File: config.mk
export PLATFORM = sky130hd
export DESIGN_NAME = mem_arbiter_flat
export DESIGN_NICKNAME = d
export VERILOG_FILES = /design/src/rtl/mem_arbiter_if.sv /design/src/rtl/mem_arbiter.sv /design/src/flat_wrapper.sv
export SDC_FILE = /design/constraint.sdc
export NUM_CORES = 1
export LEC_CHECK = 0
export BUFFER_PORTS_ARGS = -buffer_cell sky130_fd_sc_hd__buf_2
export CORE_ASPECT_RATIO = 0.6
export CORE_UTILIZATION = 40
export DETAILED_ROUTE_END_ITERATION = 16
export GPL_TIMING_DRIVEN = 0
export HOLD_SLACK_MARGIN = 0.02
export MAX_ROUTING_LAYER = met4
export PLACE_DENSITY_LB_ADDON = 0.2
export SLEW_MARGIN = 20
export SYNTH_ARGS = -nofsm -noshare
export SYNTH_HDL_FRONTEND = slang
export SYNTH_SLANG_ARGS = --single-unit
File: constraint.sdc
create_clock -name i_clk -period 2.1 [get_ports i_clk]
set_clock_uncertainty 0.1 [all_clocks]
set_input_delay 0.42 -clock i_clk [delete_from_list [all_inputs] [get_ports i_clk]]
set_output_delay 0.42 -clock i_clk [all_outputs]
set_load 0.005 [all_outputs]
File: src/rtl/mem_arbiter_if.sv
// Bundle of every signal between the arbiter, its two clients (instruction
// fetch and data access) and the shared memory port.
//
// Handshake: a client holds its request level high until it sees its
// one-cycle ready pulse. The arbiter holds o_MEM_req and the command fields
// stable until it samples i_MEM_ready high, and it ignores i_MEM_ready
// whenever o_MEM_req is low.
//
// The slave modport is the arbiter's view. The master modport is the view of
// the surrounding system (clients plus memory).
interface mem_arbiter_if #(
  parameter int XLEN = 32
);
  // instruction-cache side
  logic            i_IC_DataReq;
  logic [XLEN-1:0] i_IC_Addr;
  logic            o_IC_MemReady;
  logic [XLEN-1:0] o_IC_Data;
  // data-memory side
  logic            i_DM_MemRead;
  logic            i_DM_Wen;
  logic [XLEN-1:0] i_DM_Addr;
  logic [XLEN-1:0] i_DM_Wd;
  logic [2:0]      i_DM_f3;
  logic            o_DM_data_ready;
  logic [XLEN-1:0] o_DM_ReadData;
  // shared memory port
  logic            o_MEM_req;
  logic            o_MEM_wen;
  logic [XLEN-1:0] o_MEM_addr;
  logic [XLEN-1:0] o_MEM_wd;
  logic [2:0]      o_MEM_f3;
  logic            i_MEM_ready;
  logic [XLEN-1:0] i_MEM_rdata;
  // watchdog
  logic            o_err;

  modport slave (
    input  i_IC_DataReq, i_IC_Addr,
    output o_IC_MemReady, o_IC_Data,
    input  i_DM_MemRead, i_DM_Wen, i_DM_Addr, i_DM_Wd, i_DM_f3,
    output o_DM_data_ready, o_DM_ReadData,
    output o_MEM_req, o_MEM_wen, o_MEM_addr, o_MEM_wd, o_MEM_f3,
    input  i_MEM_ready, i_MEM_rdata,
    output o_err
  );

  modport master (
    output i_IC_DataReq, i_IC_Addr,
    input  o_IC_MemReady, o_IC_Data,
    output i_DM_MemRead, i_DM_Wen, i_DM_Addr, i_DM_Wd, i_DM_f3,
    input  o_DM_data_ready, o_DM_ReadData,
    input  o_MEM_req, o_MEM_wen, o_MEM_addr, o_MEM_wd, o_MEM_f3,
    output i_MEM_ready, i_MEM_rdata,
    input  o_err
  );
endinterface

File: src/rtl/mem_arbiter.sv
// Two-client memory arbiter. Instruction fetch (IC) and data access (DM)
// share one memory port, and only one transaction is in flight at a time.
// Simultaneous requests alternate round-robin. An optional watchdog forces
// completion with data 0 and an error pulse when memory never answers.
//
// Timeline of one transaction:
//   edge N   : grant in IDLE, command registered, state -> BUSY_*
//   N..      : o_MEM_req high, command held stable
//   edge M   : i_MEM_ready (or watchdog) -> capture data, state -> RESP
//   M..M+1   : owner's ready pulse with the captured data
//   edge M+1 : back to IDLE (no grant on this edge)
//
// XLEN must match the XLEN of the connected mem_arbiter_if instance.
module mem_arbiter #(
  parameter int XLEN    = 32,
  parameter int TIMEOUT = 0
) (
  input  logic         i_clk,
  input  logic         i_rst,
  mem_arbiter_if.slave bus,
  output logic [1:0]   o_dbg_state
);

  // When the watchdog is disabled the counter is a single unused bit, because
  // a zero-width vector is not legal.
  localparam int            CW       = (TIMEOUT > 0) ? $clog2(TIMEOUT + 1) : 1;
  localparam logic [CW-1:0] CNT_LAST = (TIMEOUT > 0) ? CW'(TIMEOUT - 1) : '0;
  localparam logic [2:0]    IC_F3    = 3'b010;

  typedef enum logic [1:0] {
    IDLE    = 2'd0,
    BUSY_IC = 2'd1,
    BUSY_DM = 2'd2,
    RESP    = 2'd3
  } state_t;

  state_t          r_state;
  logic            r_last_dm;   // 1 = most recent grant went to DM
  logic            r_mem_req;
  logic            r_mem_wen;
  logic [XLEN-1:0] r_mem_addr;
  logic [XLEN-1:0] r_mem_wd;
  logic [2:0]      r_mem_f3;
  logic            r_ic_ready;
  logic            r_dm_ready;
  logic            r_err;
  logic [XLEN-1:0] r_ic_data;
  logic [XLEN-1:0] r_dm_data;
  logic [CW-1:0]   r_cnt;

  logic            w_ic_pend;
  logic            w_dm_pend;
  logic            w_grant_dm;
  logic            w_grant_ic;
  logic            w_timeout;
  logic            w_done;
  logic [XLEN-1:0] w_resp_data;

  // A read and a write raised together still count as one DM request, and
  // the write flag wins when the command is built.
  assign w_ic_pend = bus.i_IC_DataReq;
  assign w_dm_pend = bus.i_DM_MemRead | bus.i_DM_Wen;

  // DM wins a tie unless DM was granted last, so contending clients alternate.
  assign w_grant_dm = w_dm_pend & (~w_ic_pend | ~r_last_dm);
  assign w_grant_ic = w_ic_pend & ~w_grant_dm;

  // The counter holds the number of BUSY edges already seen without ready, so
  // the TIMEOUT-th BUSY edge is the one where it equals TIMEOUT-1.
  assign w_timeout = (TIMEOUT > 0) ? (r_cnt == CNT_LAST) : 1'b0;

  // A real response wins over a watchdog expiry on the same edge.
  assign w_done      = bus.i_MEM_ready | w_timeout;
  assign w_resp_data = bus.i_MEM_ready ? bus.i_MEM_rdata : '0;

  // Arbitration FSM with every output registered. Reset abandons any
  // in-flight transaction without a ready pulse.
  always_ff @(posedge i_clk or negedge i_rst) begin
    if (!i_rst) begin
      r_state    <= IDLE;
      r_last_dm  <= 1'b0;
      r_mem_req  <= 1'b0;
      r_mem_wen  <= 1'b0;
      r_mem_addr <= '0;
      r_mem_wd   <= '0;
      r_mem_f3   <= '0;
      r_ic_ready <= 1'b0;
      r_dm_ready <= 1'b0;
      r_err      <= 1'b0;
      r_ic_data  <= '0;
      r_dm_data  <= '0;
      r_cnt      <= '0;
    end else begin
      r_ic_ready <= 1'b0;
      r_dm_ready <= 1'b0;
      r_err      <= 1'b0;
      case (r_state)
        IDLE: begin
          if (w_grant_dm || w_grant_ic) begin
            r_state    <= w_grant_dm ? BUSY_DM : BUSY_IC;
            r_last_dm  <= w_grant_dm;
            r_mem_req  <= 1'b1;
            r_mem_addr <= w_grant_dm ? bus.i_DM_Addr : bus.i_IC_Addr;
            r_mem_wd   <= w_grant_dm ? bus.i_DM_Wd : '0;
            r_mem_f3   <= w_grant_dm ? bus.i_DM_f3 : IC_F3;
            r_mem_wen  <= w_grant_dm & bus.i_DM_Wen;
            r_cnt      <= '0;
          end
        end
        BUSY_IC, BUSY_DM: begin
          if (w_done) begin
            r_state    <= RESP;
            r_mem_req  <= 1'b0;
            r_err      <= ~bus.i_MEM_ready;
            r_ic_ready <= (r_state == BUSY_IC);
            r_dm_ready <= (r_state == BUSY_DM);
            if (r_state == BUSY_DM) begin
              r_dm_data <= w_resp_data;
            end else begin
              r_ic_data <= w_resp_data;
            end
          end else if (TIMEOUT > 0) begin
            r_cnt <= r_cnt + CW'(1);
          end
        end
        RESP: begin
          r_state <= IDLE;
        end
        default: begin
          r_state <= IDLE;
        end
      endcase
    end
  end

  assign bus.o_MEM_req       = r_mem_req;
  assign bus.o_MEM_wen       = r_mem_wen;
  assign bus.o_MEM_addr      = r_mem_addr;
  assign bus.o_MEM_wd        = r_mem_wd;
  assign bus.o_MEM_f3        = r_mem_f3;
  assign bus.o_IC_MemReady   = r_ic_ready;
  assign bus.o_IC_Data       = r_ic_data;
  assign bus.o_DM_data_ready = r_dm_ready;
  assign bus.o_DM_ReadData   = r_dm_data;
  assign bus.o_err           = r_err;
  assign o_dbg_state         = r_state;

endmodule

File: src/flat_wrapper.sv
// flat-port wrapper written by rule: the top's interface ports become plain ports
module mem_arbiter_flat 
#(
  parameter int XLEN    = 32,
  parameter int TIMEOUT = 0
)
  (i_clk, i_rst, o_dbg_state, bus_i_IC_DataReq, bus_i_IC_Addr, bus_o_IC_MemReady, bus_o_IC_Data, bus_i_DM_MemRead, bus_i_DM_Wen, bus_i_DM_Addr, bus_i_DM_Wd, bus_i_DM_f3, bus_o_DM_data_ready, bus_o_DM_ReadData, bus_o_MEM_req, bus_o_MEM_wen, bus_o_MEM_addr, bus_o_MEM_wd, bus_o_MEM_f3, bus_i_MEM_ready, bus_i_MEM_rdata, bus_o_err);
  mem_arbiter_if #(.XLEN(XLEN)) bus_i ();
  input  logic i_clk;
  input  logic i_rst;
  output logic [1:0] o_dbg_state;
  input wire logic [$bits(bus_i.i_IC_DataReq)-1:0] bus_i_IC_DataReq;
  input wire logic [$bits(bus_i.i_IC_Addr)-1:0] bus_i_IC_Addr;
  output wire logic [$bits(bus_i.o_IC_MemReady)-1:0] bus_o_IC_MemReady;
  output wire logic [$bits(bus_i.o_IC_Data)-1:0] bus_o_IC_Data;
  input wire logic [$bits(bus_i.i_DM_MemRead)-1:0] bus_i_DM_MemRead;
  input wire logic [$bits(bus_i.i_DM_Wen)-1:0] bus_i_DM_Wen;
  input wire logic [$bits(bus_i.i_DM_Addr)-1:0] bus_i_DM_Addr;
  input wire logic [$bits(bus_i.i_DM_Wd)-1:0] bus_i_DM_Wd;
  input wire logic [$bits(bus_i.i_DM_f3)-1:0] bus_i_DM_f3;
  output wire logic [$bits(bus_i.o_DM_data_ready)-1:0] bus_o_DM_data_ready;
  output wire logic [$bits(bus_i.o_DM_ReadData)-1:0] bus_o_DM_ReadData;
  output wire logic [$bits(bus_i.o_MEM_req)-1:0] bus_o_MEM_req;
  output wire logic [$bits(bus_i.o_MEM_wen)-1:0] bus_o_MEM_wen;
  output wire logic [$bits(bus_i.o_MEM_addr)-1:0] bus_o_MEM_addr;
  output wire logic [$bits(bus_i.o_MEM_wd)-1:0] bus_o_MEM_wd;
  output wire logic [$bits(bus_i.o_MEM_f3)-1:0] bus_o_MEM_f3;
  input wire logic [$bits(bus_i.i_MEM_ready)-1:0] bus_i_MEM_ready;
  input wire logic [$bits(bus_i.i_MEM_rdata)-1:0] bus_i_MEM_rdata;
  output wire logic [$bits(bus_i.o_err)-1:0] bus_o_err;
  assign bus_i.i_IC_DataReq = bus_i_IC_DataReq;
  assign bus_i.i_IC_Addr = bus_i_IC_Addr;
  assign bus_o_IC_MemReady = bus_i.o_IC_MemReady;
  assign bus_o_IC_Data = bus_i.o_IC_Data;
  assign bus_i.i_DM_MemRead = bus_i_DM_MemRead;
  assign bus_i.i_DM_Wen = bus_i_DM_Wen;
  assign bus_i.i_DM_Addr = bus_i_DM_Addr;
  assign bus_i.i_DM_Wd = bus_i_DM_Wd;
  assign bus_i.i_DM_f3 = bus_i_DM_f3;
  assign bus_o_DM_data_ready = bus_i.o_DM_data_ready;
  assign bus_o_DM_ReadData = bus_i.o_DM_ReadData;
  assign bus_o_MEM_req = bus_i.o_MEM_req;
  assign bus_o_MEM_wen = bus_i.o_MEM_wen;
  assign bus_o_MEM_addr = bus_i.o_MEM_addr;
  assign bus_o_MEM_wd = bus_i.o_MEM_wd;
  assign bus_o_MEM_f3 = bus_i.o_MEM_f3;
  assign bus_i.i_MEM_ready = bus_i_MEM_ready;
  assign bus_i.i_MEM_rdata = bus_i_MEM_rdata;
  assign bus_o_err = bus_i.o_err;
  mem_arbiter #(.XLEN(XLEN), .TIMEOUT(TIMEOUT)) u_core (.i_clk(i_clk), .i_rst(i_rst), .bus(bus_i), .o_dbg_state(o_dbg_state));
endmodule
# After elaboration in Yosys (flattened, before gate mapping)
# Index checks and enable logic that the tools add are counted.
dict set report op_classes {
  n_mux 16
  n_eq_ne 5
  n_reduce_logical 9
  bitwise_logic 10
}
# op count
set op_table {}
lappend op_table {{$mux 32} 2}
lappend op_table {{$reduce_and 3->1} 3}
lappend op_table {{$mux 1} 8}
lappend op_table {{$mux 2} 3}
lappend op_table {{$pmux 2 s3} 1}
lappend op_table {{$not 1->1} 5}
lappend op_table {{$eq 2x2->1 const B} 2}
lappend op_table {{$reduce_and 2->1} 2}
lappend op_table {{$and 1x1->1} 3}
lappend op_table {{$mux 3} 1}
lappend op_table {{$eq 2x1->1 const B} 1}
lappend op_table {{$logic_not 2->1} 1}
lappend op_table {{$ne 2x1->1 const B} 1}
lappend op_table {{$ne 2x2->1 const B} 1}
lappend op_table {{$or 1x1->1} 2}
lappend op_table {{$pmux 1 s2} 1}
lappend op_table {{$reduce_bool 2->1} 1}
lappend op_table {{$reduce_or 2->1} 1}
lappend op_table {{$logic_or 1x1->1} 1}
dict set report word_totals {
  out_inout_bits 138
  word_cells 52
  in_bits 137
  regBits 139
}

# Logic depth before layout (Yosys ltp)
dict set report logic_depth {
  word_depth 8
  mapped_depth 6
  mapped_depth_nobuf 5
}

# Worst setup path before layout
# OpenSTA, ideal clock, no wires.
dict set report synth_path {
  path_type {flip-flop to flip-flop}
  start {register u_core.r_state[0] (netlist: u_core.o_dbg_state[0])}
  end {register u_core.r_ic_data[0] (netlist: u_core.bus.o_IC_Data[0])}
  required_ps 1875
  path_stages_with_launch 6
  t_arrival_ps 1545
  period_less_slack_ps 1769
  setup_time_ps 125
  path_buffers 1
  setup_slack_ps 331
  cell_sequence {dfrtp_1 inv_1 ha_1 nand3b_1 buf_2 mux2_2}
}
dict set report synth_between {
  elab_chain_len 3
  word_cells_on_any_way 5
  classes_between {eq/ne: 2; bitwise: 1; reduce/logical: 2}
}
# element line_no
set synth_rtl {}
lappend synth_rtl {{start: declaration} mem_arbiter.sv:37} ;# state_t r_state;
lappend synth_rtl {{start signal: assignment} mem_arbiter.sv:100} ;# r_state <= w_grant_dm ? BUSY_DM : BUSY_IC;
lappend synth_rtl {{$eq 2x2->1 or $eq 2x1->1 (tied branches)} {mem_arbiter.sv:97, mem_arbiter.sv:117}}
lappend synth_rtl {{$reduce_or 2->1 or $not 1->1 (tied branches)} -}
lappend synth_rtl {{$reduce_and 3->1 (no source line) *} -}
lappend synth_rtl {{end signal: assignment} mem_arbiter.sv:120} ;# r_ic_data <= w_resp_data;
lappend synth_rtl {{end: declaration} mem_arbiter.sv:47} ;# logic [XLEN-1:0] r_ic_data;
# Mark *: on every way between the ends. The rest lies on a longest branch, timed or not.
# A chain may end at the register's enable or synchronous reset.

# Worst setup path in the final report
# Ends and elaborated chain as after synthesis.

==> qor.yml <==
synth:
  yosys.area_share.xor_xnor_pct: 0
  synth_area_leaders: "dfrtp_1 (63%), mux2_2 (13%), mux2i_1 (6.2%)"
  synth_top_area_share_pct: 63.0
  synth-compound-area-share_pct: 9.92
  syn_area_um2: 5490
  synth_top_cell_by_area: "dfrtp_1"
  synth_top_family_by_area: "multiplexers"
  synthAdderAreaFrac_pct: 1.14
  synth.distinct_cells: 27
  ys_ff_latch: 138
  ys_seq_area_share_pct: 63.0
  ys_warn_count: 0
  synthMuxAreaShare_pct: 19.5
  synth_edf_count: 0
  ys_async_sr_fraction_pct: 100
  synth_simple_gate_area_share_pct: 3.22
  synth_cells: 390
  synth_common_cells: "dfrtp_1 (138), mux2_2 (65), nand2_1 (36)"
  yosysMostFrequentCell: "dfrtp_1"
  synth_nets: 532
  synth_flop_cell: "dfrtp_1"
  syn_avg_cell_area_um2: 14.1
placed_design:
  gp_congestion: 0.846
  dp_hpwl_um: 10600
  port_buffers: 273
final_layout:
  fin_nets: 826
  fill_cells: 1108
  area_growth_pct: 41.1
  ff_latch_area_um2: 3450
  multi_input_area_um2: 1860
  drive_gt1_share_pct: 55.7
timing:
  relSlewSlack_pct: 66.5
  post-route-period-util_pct: 92.8
  worstMarginPinSlew_ps: 503
  finalSetupTns_ps: 0
  max_freq_mhz: 513
  slew_viol_final: 0
  fin_crit_ps: 1950
  setup_viol: 0
  final_hold_viol_count: 0
setup_path:
  critPathCaptureType: "flip-flop"
  crit_fanout: 10
  r2r_start: "u_core.o_dbg_state[0]"
  cp_top_family: "flip-flops"
  crit_arrival_ps: 2130
  ff2ff_path_depth: 5
  rr_endpoint: "u_core.bus.o_IC_Data[0]"
  critPathCapture: "u_core.bus.o_IC_Data[0]"
  startpoint_type: "flip-flop"
  regToRegSetupSlack_ps: 150
  worstSetupPathType: "flip-flop to flip-flop"
  crit_start: "u_core.o_dbg_state[0]"
  crit_chain: "inv_1, ha_1, nand3b_1, clkbuf_4, mux2_2"
  crit_buf_inv: 2
  cp.required_ps: 2280
  cp.depth: 5
  cpPeakStageDelay_ps: 400
  crit_slowest_cell: "dfrtp_1"
cts:
  clk_latency_ps: 400
  cts_tree: "yes"
  cts_buffers: 17
  htreeDepth: 4
  cts_root_buf: "clkbuf_16"
  cts_buffer_depth: 2
  cts.sinks: 138
  path_clk_slew_ps: 70
route:
  drc: 0
  drt-total-wl_um: 14000
  first_pass_iters: 5
  vias: 4205
  drt-initial-drc-count: 107
  wire_per_inst_um: 16.1
  viasPerCell: 4.84
  ant_nets: 0
global_routing:
  grt_max_degree: 92
  grtUsageTotal_pct: 20.8
  grt_pass1_wl_um: 22200
  antenna_found_initial: 1
  overflow: 0
  grt_pass1_vias: 4392
floorplan:
  coreArea_um2: 13100
  die_h_um: 92.7
  dieArea_um2: 14200
  die_w_um: 153
  rows: 32
  start_util_pct: 41.9
  io_pins: 275
power:
  ir_worst_vdd_uv: 620
  p_total_mw: 12.2
  power_density_nw_per_um2: 1570
  power.static_leakage_nw: 4.10
outcome:
  outcome: "completed"
min_path:
  worstHoldPathType: "input port to flip-flop"
flow_run:
  maxCapViolations: 0
[layout make-up]
class	instances	area share, %
sequential	138	44.6
tap	170	2.75
clock buffer	18	5.55
clock inverter	14	2.41
multi-input combinational	223	24.0
inverter	4	0.194
timing repair buffer	275	18.3
buffer	25	2.13
antenna	1	0.0323
[layout by cell type (no fill, tap or decap), types with 5 or more instances in the layout]
cell,count
buf_6,6
nand2_1,36
ha_1,5
o21ai_0,6
buf_2,275
clkbuf_1,11
mux2i_1,34
clkbuf_16,17
dfrtp_1,138
a22o_1,35
mux2_2,65
o21ai_1,26
[flip-flops by register name, summed over array words and instances, names as in the netlist]
| name | flops |
|---|---|
| u_core.bus.o_DM_ReadData | 32 |
| u_core.bus.o_IC_Data | 32 |
| u_core.bus.o_MEM_addr | 32 |
| u_core.bus.o_MEM_wd | 32 |
| u_core.bus.o_MEM_f3 | 3 |
| u_core.o_dbg_state | 2 |
| u_core.bus.o_DM_data_ready | 1 |
| u_core.bus.o_IC_MemReady | 1 |
| u_core.bus.o_MEM_req | 1 |
| u_core.bus.o_MEM_wen | 1 |
| u_core.r_last_dm | 1 |
[report_power, final]
| group | internal, mW | switching (mW) |
|---|---|---|
| combinational | 2.41 | 2.11 |
| clock | 1.90 | 1.19 |
| sequential | 3.94 | 0.626 |
[worst min path at each step]
| stage | start | cells after the start | endpoint |
|---|---|---|---|
| 4_1_cts | bus_i_DM_f3[2] | 2 | u_core.bus.o_MEM_f3[2] |
| 3_3_place_gp | u_core.bus.o_MEM_addr[21] | 2 | u_core.bus.o_MEM_addr[21] |
| 3_5_place_dp | i_rst | 1 | u_core.bus.o_IC_Data[17] |
| 6_report | bus_i_DM_f3[2] | 2 | u_core.bus.o_MEM_f3[2] |
| 5_1_grt | bus_i_DM_Wd[13] | 2 | u_core.bus.o_MEM_wd[13] |
| 2_1_floorplan | i_rst | 0 | u_core.bus.o_DM_ReadData[0] |
[metal layers]
layer	GRT usage (%)	wire, µm
met1	25.5	6140
met5	-	0
met4	7.58	272
met2	33.6	6710
met3	5.38	872
[worst reg2reg max path: stages, from the launching register on]
cell	delay (ps)
dfrtp_1	400
inv_1	110
ha_1	370
nand3b_1	200
clkbuf_4	290
mux2_2	360
[stage by stage]
step                cell area [µm²]  hold WS (ps)  instances  setup WS [ps]  utilization [%]
floorplan                      5490          24.4        390            331                -
global placement               7060           358        833          -1290             54.0
detailed placement             7100           236        834            110             54.2
CTS                            7730           117        867           94.9             59.0
global route                   7740           123        868          -8.63             59.1
finish                         7740           131        868            152             59.1
[timing repair]
action	4_1_cts	5_1_grt
buffers inserted	0	0
resized for setup	0	3
endpoints found under the hold margin	47	0
hold buffers	1	0
endpoints found under the setup margin	0	28
[kinds of logic after synthesis]
family / Yosys count
buffers and inverters: 29
adders and majority gates: 5
muxes: 99
and+or+nand+nor: 43
other: 1
AOI/OAI and AO/OA: 75
DFF: 138
No activity file was read; power rests on OpenSTA's default activity.
